### config.mk
export PLATFORM = sky130hd
export DESIGN_NAME = mux_rr_arbiter
export DESIGN_NICKNAME = d
export VERILOG_FILES = /design/src/rtl/mux_rr_arbiter.sv
export SDC_FILE = /design/constraint.sdc
export NUM_CORES = 1
export LEC_CHECK = 0
export ABC_CLOCK_PERIOD_IN_PS = 3500
export BUFFER_PORTS_ARGS = -buffer_cell sky130_fd_sc_hd__buf_4
export CAP_MARGIN = 20
export CORE_MARGIN = 3
export CORE_UTILIZATION = 24
export DETAILED_ROUTE_END_ITERATION = 10
export GPL_TIMING_DRIVEN = 1
export PLACE_DENSITY_LB_ADDON = 0.05
export SETUP_SLACK_MARGIN = 0.2
export SLEW_MARGIN = 5
export SYNTH_ARGS = -nofsm -noshare
export SYNTH_HDL_FRONTEND = slang
export SYNTH_SLANG_ARGS = --single-unit
### constraint.sdc
create_clock -name clk -period 3.5 [get_ports clk]
set_input_delay 0.7 -clock clk [delete_from_list [all_inputs] [get_ports clk]]
set_output_delay 0.7 -clock clk [all_outputs]
set_load 0.1 [all_outputs]
### src/rtl/mux_rr_arbiter.sv
// rtl/mux_rr_arbiter.sv - round-robin arbiter with hold limit driving the 4:1 mux select
module mux_rr_arbiter #(
    parameter int NUM_REQ  = 4,
    parameter int SEL_W    = 2,
    parameter int MAX_HOLD = 4
) (
    input  logic               clk,
    input  logic               rst_n,
    input  logic [NUM_REQ-1:0] req,
    output logic [NUM_REQ-1:0] gnt,
    output logic [SEL_W-1:0]   sel,
    output logic               valid
);

    localparam logic [0:0] ST_IDLE  = 1'b0;
    localparam logic [0:0] ST_GRANT = 1'b1;
    localparam logic [3:0] HOLD_LAST = 4'(MAX_HOLD - 1);

    logic [0:0]         state_q, state_d;
    logic [NUM_REQ-1:0] gnt_q, gnt_d;
    logic [SEL_W-1:0]   sel_q, sel_d;
    logic               valid_q, valid_d;
    logic [3:0]         cnt_q, cnt_d;
    logic [SEL_W-1:0]   last_q, last_d;
    logic [NUM_REQ-1:0] others;
    logic [SEL_W-1:0]   pick_idx;
    logic               take;

    // Callers guarantee r is non-zero; the smallest offset from start wins.
    function automatic logic [SEL_W-1:0] pick(input logic [NUM_REQ-1:0] r,
                                              input logic [SEL_W-1:0]   start);
        logic [SEL_W-1:0] idx;
        pick = start;
        for (int i = NUM_REQ - 1; i >= 0; i--) begin
            idx = start + SEL_W'(i);
            if (r[idx]) pick = idx;
        end
    endfunction

    always_comb begin
        state_d  = state_q;
        gnt_d    = gnt_q;
        sel_d    = sel_q;
        valid_d  = valid_q;
        cnt_d    = cnt_q;
        last_d   = last_q;
        others   = req & ~gnt_q;
        take     = 1'b0;
        pick_idx = '0;

        case (state_q)
            ST_IDLE: begin
                if (|req) begin
                    take     = 1'b1;
                    pick_idx = pick(req, last_q + SEL_W'(1));
                end
            end
            default: begin
                if (req[sel_q]) begin
                    if (cnt_q != HOLD_LAST) begin
                        cnt_d = cnt_q + 4'd1;
                    end else begin
                        // Hold limit reached: yield only if someone else is waiting.
                        cnt_d = '0;
                        if (|others) begin
                            take     = 1'b1;
                            pick_idx = pick(others, sel_q + SEL_W'(1));
                        end
                    end
                end else if (|req) begin
                    take     = 1'b1;
                    pick_idx = pick(req, sel_q + SEL_W'(1));
                end else begin
                    state_d = ST_IDLE;
                    gnt_d   = '0;
                    valid_d = 1'b0;
                    cnt_d   = '0;
                end
            end
        endcase

        if (take) begin
            state_d = ST_GRANT;
            gnt_d   = NUM_REQ'(1) << pick_idx;
            sel_d   = pick_idx;
            last_d  = pick_idx;
            valid_d = 1'b1;
            cnt_d   = '0;
        end
    end

    always_ff @(posedge clk or negedge rst_n) begin
        if (!rst_n) begin
            state_q <= ST_IDLE;
            gnt_q   <= '0;
            sel_q   <= '0;
            valid_q <= 1'b0;
            cnt_q   <= '0;
            last_q  <= SEL_W'(NUM_REQ - 1);
        end else begin
            state_q <= state_d;
            gnt_q   <= gnt_d;
            sel_q   <= sel_d;
            valid_q <= valid_d;
            cnt_q   <= cnt_d;
            last_q  <= last_d;
        end
    end

    assign gnt   = gnt_q;
    assign sel   = sel_q;
    assign valid = valid_q;

endmodule

==> results of run 1 <==
## per-stage QoR
stage | total power, W | hold slack [ns] | worst slack [ns] | util [%]
CTS | 0.00126 | 0.295 | 1.39 | 29.3
detailed placement | 0.00110 | 0.478 | 1.17 | 27.9
floorplan | 0.000957 | 0.404 | 1.15 | -
global placement | 0.00111 | 0.501 | 1.15 | 27.9
global route | 0.00133 | 0.297 | 1.28 | 29.3
finish | 0.00126 | 0.289 | 1.37 | 29.3
## final cells by class
class | count | area share, %
repair buffers | 12 | 7.48
multi-input cells | 94 | 52.2
well taps | 50 | 5.19
clock buffers | 4 | 4.57
inverters | 4 | 1.25
flip-flops and latches | 14 | 29.3
## logic make-up after synthesis
family / after synthesis
buffers and inverters: 12
DFF: 14
adders and majority gates: 1
AOI/OAI and AO/OA: 50
and+or+nand+nor: 42
muxes: 1
## power by group through the flow
stage	clock [W]	combinational, W	sequential [W]
after floorplan	0	0.000398	0.000558
after global placement	0	0.000778	0.000334
after detailed placement	0	0.000763	0.000334
after CTS	0.000165	0.000765	0.000331
after global routing	0.000176	0.000813	0.000344
final	0.000163	0.000761	0.000332
## state kept, by name (all words and copies together), names as in the netlist
register / flops
cnt_q: 4
valid: 1
state_q: 1
sel: 2
last_q: 2
gnt: 4
## synth_stat cells, drive strengths merged, types with 4 or more instances
library cell  count  area share (%)
a22o              4             3.4
dfrtp            12              28
o22ai             4             2.4
o21ai            11             5.5
a21oi            10             4.7
nor2              7             2.5
nand2b            5             3.0
nand2            11             3.9
buf               7             5.2
inv               4             1.4
and2b             4             3.1
## metal layers
layer | track usage (%) | share of wire [%]
met5 | 0 | 0
met4 | 2.46 | 0.71
met3 | 3.19 | 6.6
met2 | 16.3 | 44
met1 | 16.6 | 49
## how the worst min path moves through the flow
stage	start	end	slack (ns)	depth (start not counted)
after floorplan	rst_n	cnt_q[0]	0.40	0
after detailed placement	valid	valid	0.48	2
after global placement	cnt_q[3]	cnt_q[3]	0.50	1
after CTS	rst_n	cnt_q[3]	0.30	1
after global routing	rst_n	cnt_q[3]	0.30	1
final	rst_n	cnt_q[3]	0.29	1
## worst max-delay path: cells and delay by family (launching register included)
kind / cells / cell delay (ns)
compound gates: 3 / 0.66
fa+ha+maj: 1 / 0.20
flops: 1 / 0.38
simple gates: 3 / 0.77
==> tab_implementation.tex, run 1 <==
\begin{tabular}{lr}
\hline
Metric & Value \\
\hline
\multicolumn{2}{l}{\textbf{Detailed routing}} \\
Via count & 956 \\
Total DRC errors in the routed layout & 0 \\
Detailed Route WL & $\sim$2800 um \\
Vias per Instance & 5.37 \\
Count of TritonRoute iterations in the first routing pass & 4 \\
Average wire length per cell after detail routing & 15.7 um \\
Number of DRC violations after detailed-routing iteration 0 & between 100 and 150 \\
Count of antenna-violating nets left after detailed routing & 0 \\
\multicolumn{2}{l}{\textbf{Power and ir drop}} \\
Cell internal power dissipation & 0.000564 W \\
Switching part of the total & 55.1\% \\
Share of power burned in the clock network & a little over an eighth \\
Sequential fraction of design power & 26.4\% \\
Combinational fraction of design power & 60.6\% \\
Worst vdd ir & around 0.00045 V \\
Static leakage power & approximately 0.5 nW \\
Power dissipated by switching net loads & around 0.0007 W \\
Pwr dens & 1040 nW/um\^{}2 \\
\multicolumn{2}{l}{\textbf{Clock tree}} \\
Clock tree root driver cell & sky130\_fd\_sc\_hd\_\_clkbuf\_8 \\
H-tree depth & 1 \\
Total CTS buffers & 3 \\
Post-CTS setup repair buffer count & 0 \\
TritonCTS clock tree & done \\
Clk sinks & 14 \\
Number of hold-repair buffers added at the cts stage & 0 \\
Clock insertion delay at the later pin of the skew report & 0.25 ns \\
CTS-repair resized insts & 0 \\
Clock tree buffer depth & 2 \\
Worst-path clk slew & 0.06 ns \\
\multicolumn{2}{l}{\textbf{STA}} \\
Transition at the pin with the smallest max-transition slack & 0.487 ns \\
Setup total negative slack & 0 ns \\
Unrepaired setup endpoints after global routing & false \\
Fmax & 469 MHz \\
Number of slew-limit violations in the final report & 0 \\
Relative slew slack & 67.5\% \\
Period minus WS final & 2.13 ns \\
Crit share post-route & 60.9\% \\
Final worst clock skew & 0.00411 ns \\
Final Hold Viols & 0 \\
Finish-stage setup viols & 0 \\
\multicolumn{2}{l}{\textbf{Setup path}} \\
Start of the worst register-to-register path & cnt\_q[0] \\
Crit-path cells & ha\_1 -> nor3b\_1 -> o41a\_1 -> nand3\_2 -> nor3\_2 -> a211oi\_2 -> a22o\_1 \\
Crit Reg-Reg Endpoint & gnt[1] \\
Delay of the slowest cell on the worst path & approximately 0.38 ns \\
Register-to-register path setup slack & around 1.4 ns \\
Critical path capture point type & flip-flop \\
Start-to-end type of the worst setup path & flip-flop to flip-flop \\
Critical path capture point & gnt[1] \\
Startpoint of the most critical setup path & cnt\_q[0] \\
Startpoint Class & flip-flop \\
Critical path data arrival time & 2.27 ns \\
Cell depth of the worst flop-to-flop path & 7 \\
Largest fanout on the critical path & 4 \\
Slowest cell on the critical path & sky130\_fd\_sc\_hd\_\_dfrtp\_1 \\
Worst path required time & between 3 and 4 ns \\
\multicolumn{2}{l}{\textbf{Global routing}} \\
Pin count of the biggest net entering global routing & 16 \\
First-pass GRT wire length & 4530 um \\
Vias in the first global route & 839 \\
Number of antenna violations at the first check in global routing & 0 \\
Overall overflow remaining after global route & 0 \\
Global Route Usage Sum & between 10\% and 20\% \\
\multicolumn{2}{l}{\textbf{Finish}} \\
Fin nets & 136 \\
Multi-input combinational cell area & roughly 630 sq um \\
Antenna Cells & 0 \\
P\&R area growth vs syn & 13.7\% \\
Most used cells in the layout excluding fill and tap cells & sky130\_fd\_sc\_hd\_\_dfrtp\_1, sky130\_fd\_sc\_hd\_\_buf\_4, sky130\_fd\_sc\_hd\_\_nand2\_1 \\
Share of final-layout standard cells stronger than drive strength 1 & 23.4\% \\
Flip-flop and latch area & 353 sq um \\
Fill count & 446 \\
Final cell count without fillers & roughly 180 \\
Post-route standard cell area excluding fillers & 1200 sq um \\
\multicolumn{2}{l}{\textbf{Synth}} \\
Summed instance area of the synthesized netlist & around 1100 sq um \\
Post-Syn Nets & 127 \\
Average footprint of a synthesized cell & 8.83 sq um \\
Synthesized-area fraction occupied by xor and xnor cells & 0\% \\
Cell count after synthesis & 120 \\
Multiplexer share of the synthesized area & 0.945\% \\
Share of synthesized area occupied by flip-flops and latches & 33.3\% \\
Share of synthesized registers carrying an async set or reset & between 90\% and 100\% \\
Yosys reg bits & 14 \\
Synth warnings & 0 \\
Arithmetic-cell share of the synthesized area counting full adders, half adders and majority gates & $\sim$1.2\% \\
Post-synthesis compound-gate area fraction & 34.0\% \\
Combinational family with the most area after synthesis & compound AO/OA/AOI/OAI gates \\
Count of flip-flops with a built-in enable after synthesis & 0 \\
Most used flip-flop cell after synthesis & sky130\_fd\_sc\_hd\_\_dfrtp\_1 \\
Netlist cell types & 52 \\
Post-Synth Simple-Gate Area & between 20\% and 30\% \\
\multicolumn{2}{l}{\textbf{Floorplan}} \\
Die H & 72.5 um \\
Number of rows created at floorplan & 23 \\
Core region area & about 4000 sq um \\
Initial core utilization & 25.8\% \\
Count of pins on the block boundary & 13 \\
Die Outline Area & 5250 sq um \\
Width of the chip & 72.5 um \\
\multicolumn{2}{l}{\textbf{Placed design}} \\
Detailed placer's ending HPWL & between 2000 and 2500 um \\
Number of placed cells counting well taps & around 170 \\
Placer Congestion & 0.750 \\
Port buffer count & 12 \\
Instance area at placement & 1150 sq um \\
\multicolumn{2}{l}{\textbf{Worst hold path}} \\
Path class of the lowest-slack min-delay path & input port to asynchronous set/reset pin \\
\multicolumn{2}{l}{\textbf{Outcome}} \\
Status & finished clean \\
\multicolumn{2}{l}{\textbf{Run}} \\
Count of maximum capacitance violations & 0 \\
\hline
\end{tabular}
Note: power is estimated with default switching activity, not from simulation.
==> run 2, diff against run 1 <==
- ABC_CLOCK_PERIOD_IN_PS: 3500 -> 2100
- clock period: 3.5 -> 2.1 ns (I/O delays scaled with it)
==> tab_implementation.tex, run 2 (synthesis results as in run 1) <==
\begin{tabular}{lr}
\hline
Metric & Value \\
\hline
\multicolumn{2}{l}{\textbf{Setup path}} \\
Cell depth of the worst flop-to-flop path & 6 (-1) \\
Start-to-end type of the worst setup path & flip-flop to flip-flop \\
Start of the worst register-to-register path & gnt[3] \\
Largest fanout on the critical path & 4 (unchanged) \\
Register-to-register path setup slack & 0.19 ns (-1.18 ns) \\
Critical path capture point type & flip-flop \\
Startpoint Class & flip-flop \\
Startpoint of the most critical setup path & gnt[3] \\
Critical path data arrival time & 2.05 ns (-0.22 ns) \\
Crit Reg-Reg Endpoint & gnt[3] \\
Worst path required time & 2.24 ns (-1.40 ns) \\
\multicolumn{2}{l}{\textbf{Power and ir drop}} \\
Share of power burned in the clock network & 11.4\% (-1.6 points) \\
Cell internal power dissipation & 0.00117 W (+110\%) \\
Sequential fraction of design power & 23.6\% (-2.8 points) \\
Power dissipated by switching net loads & 0.00123 W (+78\%) \\
Pwr dens & 1730 nW/um\^{}2 (+66\%) \\
Worst vdd ir & 0.000970 V (+120\%) \\
Switching part of the total & 51.3\% (-3.8 points) \\
Total design power & 0.00240 W (+91\%) \\
Combinational fraction of design power & 64.9\% (+4.3 points) \\
Static leakage power & 0.598 nW (+17\%) \\
\multicolumn{2}{l}{\textbf{Detailed routing}} \\
Vias per Instance & 5.27 (-1.8\%) \\
Detailed Route WL & 3110 um (+11\%) \\
Total DRC errors in the routed layout & 0 (unchanged) \\
Via count & 1028 (+7.5\%) \\
Count of TritonRoute iterations in the first routing pass & 4 (unchanged) \\
Number of DRC violations after detailed-routing iteration 0 & 97 (-19\%) \\
Count of antenna-violating nets left after detailed routing & 0 (unchanged) \\
Average wire length per cell after detail routing & 15.9 um (+1.4\%) \\
\multicolumn{2}{l}{\textbf{Placed design}} \\
Number of placed cells counting well taps & 180 (+3.4\%) \\
Port buffer count & 12 (unchanged) \\
Placer Congestion & 0.748 (-0.28\%) \\
Detailed placer's ending HPWL & 2190 um (+2.1\%) \\
\multicolumn{2}{l}{\textbf{Floorplan}} \\
Die H & 72.5 um (unchanged) \\
Number of rows created at floorplan & 23 (unchanged) \\
Count of pins on the block boundary & 13 (unchanged) \\
Width of the chip & 72.5 um (unchanged) \\
Core region area & 4120 sq um (unchanged) \\
Die Outline Area & 5250 sq um (unchanged) \\
Initial core utilization & 25.8\% (unchanged) \\
\multicolumn{2}{l}{\textbf{Finish}} \\
Final cell count without fillers & 195 (+9.6\%) \\
Fill count & 458 (+2.7\%) \\
Share of final-layout standard cells stronger than drive strength 1 & 41.4\% (+18 points) \\
Most used cells in the layout excluding fill and tap cells & sky130\_fd\_sc\_hd\_\_buf\_4, sky130\_fd\_sc\_hd\_\_nand2\_1, sky130\_fd\_sc\_hd\_\_a21oi\_1 \\
Commonest non-fill, non-tap cell in the layout & sky130\_fd\_sc\_hd\_\_buf\_4 \\
Fin nets & 153 (+13\%) \\
P\&R area growth vs syn & 30.6\% \\
Multi-input combinational cell area & 658 sq um (+4.6\%) \\
Flip-flop and latch area & 375 sq um (+6.4\%) \\
Antenna Cells & 0 (unchanged) \\
\multicolumn{2}{l}{\textbf{Outcome}} \\
Status & finished clean \\
\multicolumn{2}{l}{\textbf{Clock tree}} \\
Clk sinks & 14 (unchanged) \\
H-tree depth & 1 (unchanged) \\
Clock tree buffer depth & 2 (unchanged) \\
TritonCTS clock tree & done \\
Clock tree root driver cell & sky130\_fd\_sc\_hd\_\_clkbuf\_8 \\
Clock insertion delay at the later pin of the skew report & 0.25 ns (about the same) \\
Total CTS buffers & 3 (unchanged) \\
Worst-path clk slew & 0.06 ns (about the same) \\
\multicolumn{2}{l}{\textbf{STA}} \\
Finish-stage setup viols & 0 (unchanged) \\
Final worst clock skew & 0.00259 ns (-0.00152 ns) \\
Fmax & 524 MHz (+12\%) \\
Crit share post-route & 90.9\% (+30 points) \\
Setup total negative slack & 0 ns (unchanged) \\
Unrepaired setup endpoints after global routing & true \\
Period minus WS final & 1.91 ns (-0.224 ns) \\
Relative slew slack & 69.7\% (+2.2 points) \\
Transition at the pin with the smallest max-transition slack & 0.448 ns (-0.0390 ns) \\
Number of slew-limit violations in the final report & 0 (unchanged) \\
Worst hold slack & 0.00880 ns (-0.280 ns) \\
Final Hold Viols & 0 (unchanged) \\
\multicolumn{2}{l}{\textbf{Global routing}} \\
Vias in the first global route & 925 (+10\%) \\
First-pass GRT wire length & 4860 um (+7.1\%) \\
Overall overflow remaining after global route & 0 (unchanged) \\
Global Route Usage Sum & 11.8\% (+0.54 points) \\
Pin count of the biggest net entering global routing & 16 (unchanged) \\
Number of antenna violations at the first check in global routing & 0 (unchanged) \\
\multicolumn{2}{l}{\textbf{Worst hold path}} \\
Path class of the lowest-slack min-delay path & input port to asynchronous set/reset pin \\
\multicolumn{2}{l}{\textbf{Run}} \\
Count of maximum capacitance violations & 0 (unchanged) \\
\hline
\end{tabular}
==> run 2: worst max path at each step <==
stage,slack (ns),depth (start not counted),endpoint
3_3_place_gp,0.008,7,gnt[3]
5_1_grt,0.13,8,gnt[0]
3_5_place_dp,0.05,7,gnt[3]
2_1_floorplan,0.12,6,gnt[3]
6_report,0.19,6,gnt[3]
4_1_cts,0.20,6,gnt[3]
==> run 2: per-layer routing <==
metal	global-route usage, %	vias up	share of wire [%]
li1	-	496	-
met1	16.2	503	48
met2	18.8	25	47
met3	3.46	4	5.0
met4	1.84	0	0.71
met5	0	-	0
==> run 2: timing repair <==
action | 4_1_cts | 5_1_grt
setup buffers | 1 | 10
resized for setup | 1 | 8
hold buffers | 0 | 0
pin swaps | 1 | 3
endpoints found under the setup margin | 4 | 8
==> run 2: final cells by class <==
cell class	instances	area share, %
sequential	14	27.1
clock buffer	4	3.98
timing repair buffer	29	15.7
multi-input combinational	94	47.6
tap	50	4.52
inverter	4	1.08
==> run 2: power groups by stage <==
stage / combinational (W) / clock, W / sequential [W]
2_1_floorplan: 0.000695 / 0 / 0.000976
3_3_place_gp: 0.00139 / 0 / 0.000593
3_5_place_dp: 0.00138 / 0 / 0.000591
4_1_cts: 0.00140 / 0.000282 / 0.000587
5_1_grt: 0.00168 / 0.000297 / 0.000581
6_report: 0.00156 / 0.000274 / 0.000566
==> run 2: stage by stage <==
stage	util [%]	worst slack, ns	cell area (sq um)
floorplan	-	0.117	1100
global placement	29.9	0.00805	1230
detailed placement	29.9	0.0478	1230
CTS	31.5	0.205	1300
global route	33.6	0.126	1380
finish	33.6	0.191	1380
==> run 2: worst max-delay path, stage by stage (launching register included) <==
cell,delay [ns]
sky130_fd_sc_hd__dfrtp_4,0.41
sky130_fd_sc_hd__and2b_1,0.20
sky130_fd_sc_hd__o41a_1,0.45
sky130_fd_sc_hd__nand3_2,0.11
sky130_fd_sc_hd__nor3_4,0.06
sky130_fd_sc_hd__a211o_1,0.33
sky130_fd_sc_hd__a22o_1,0.23
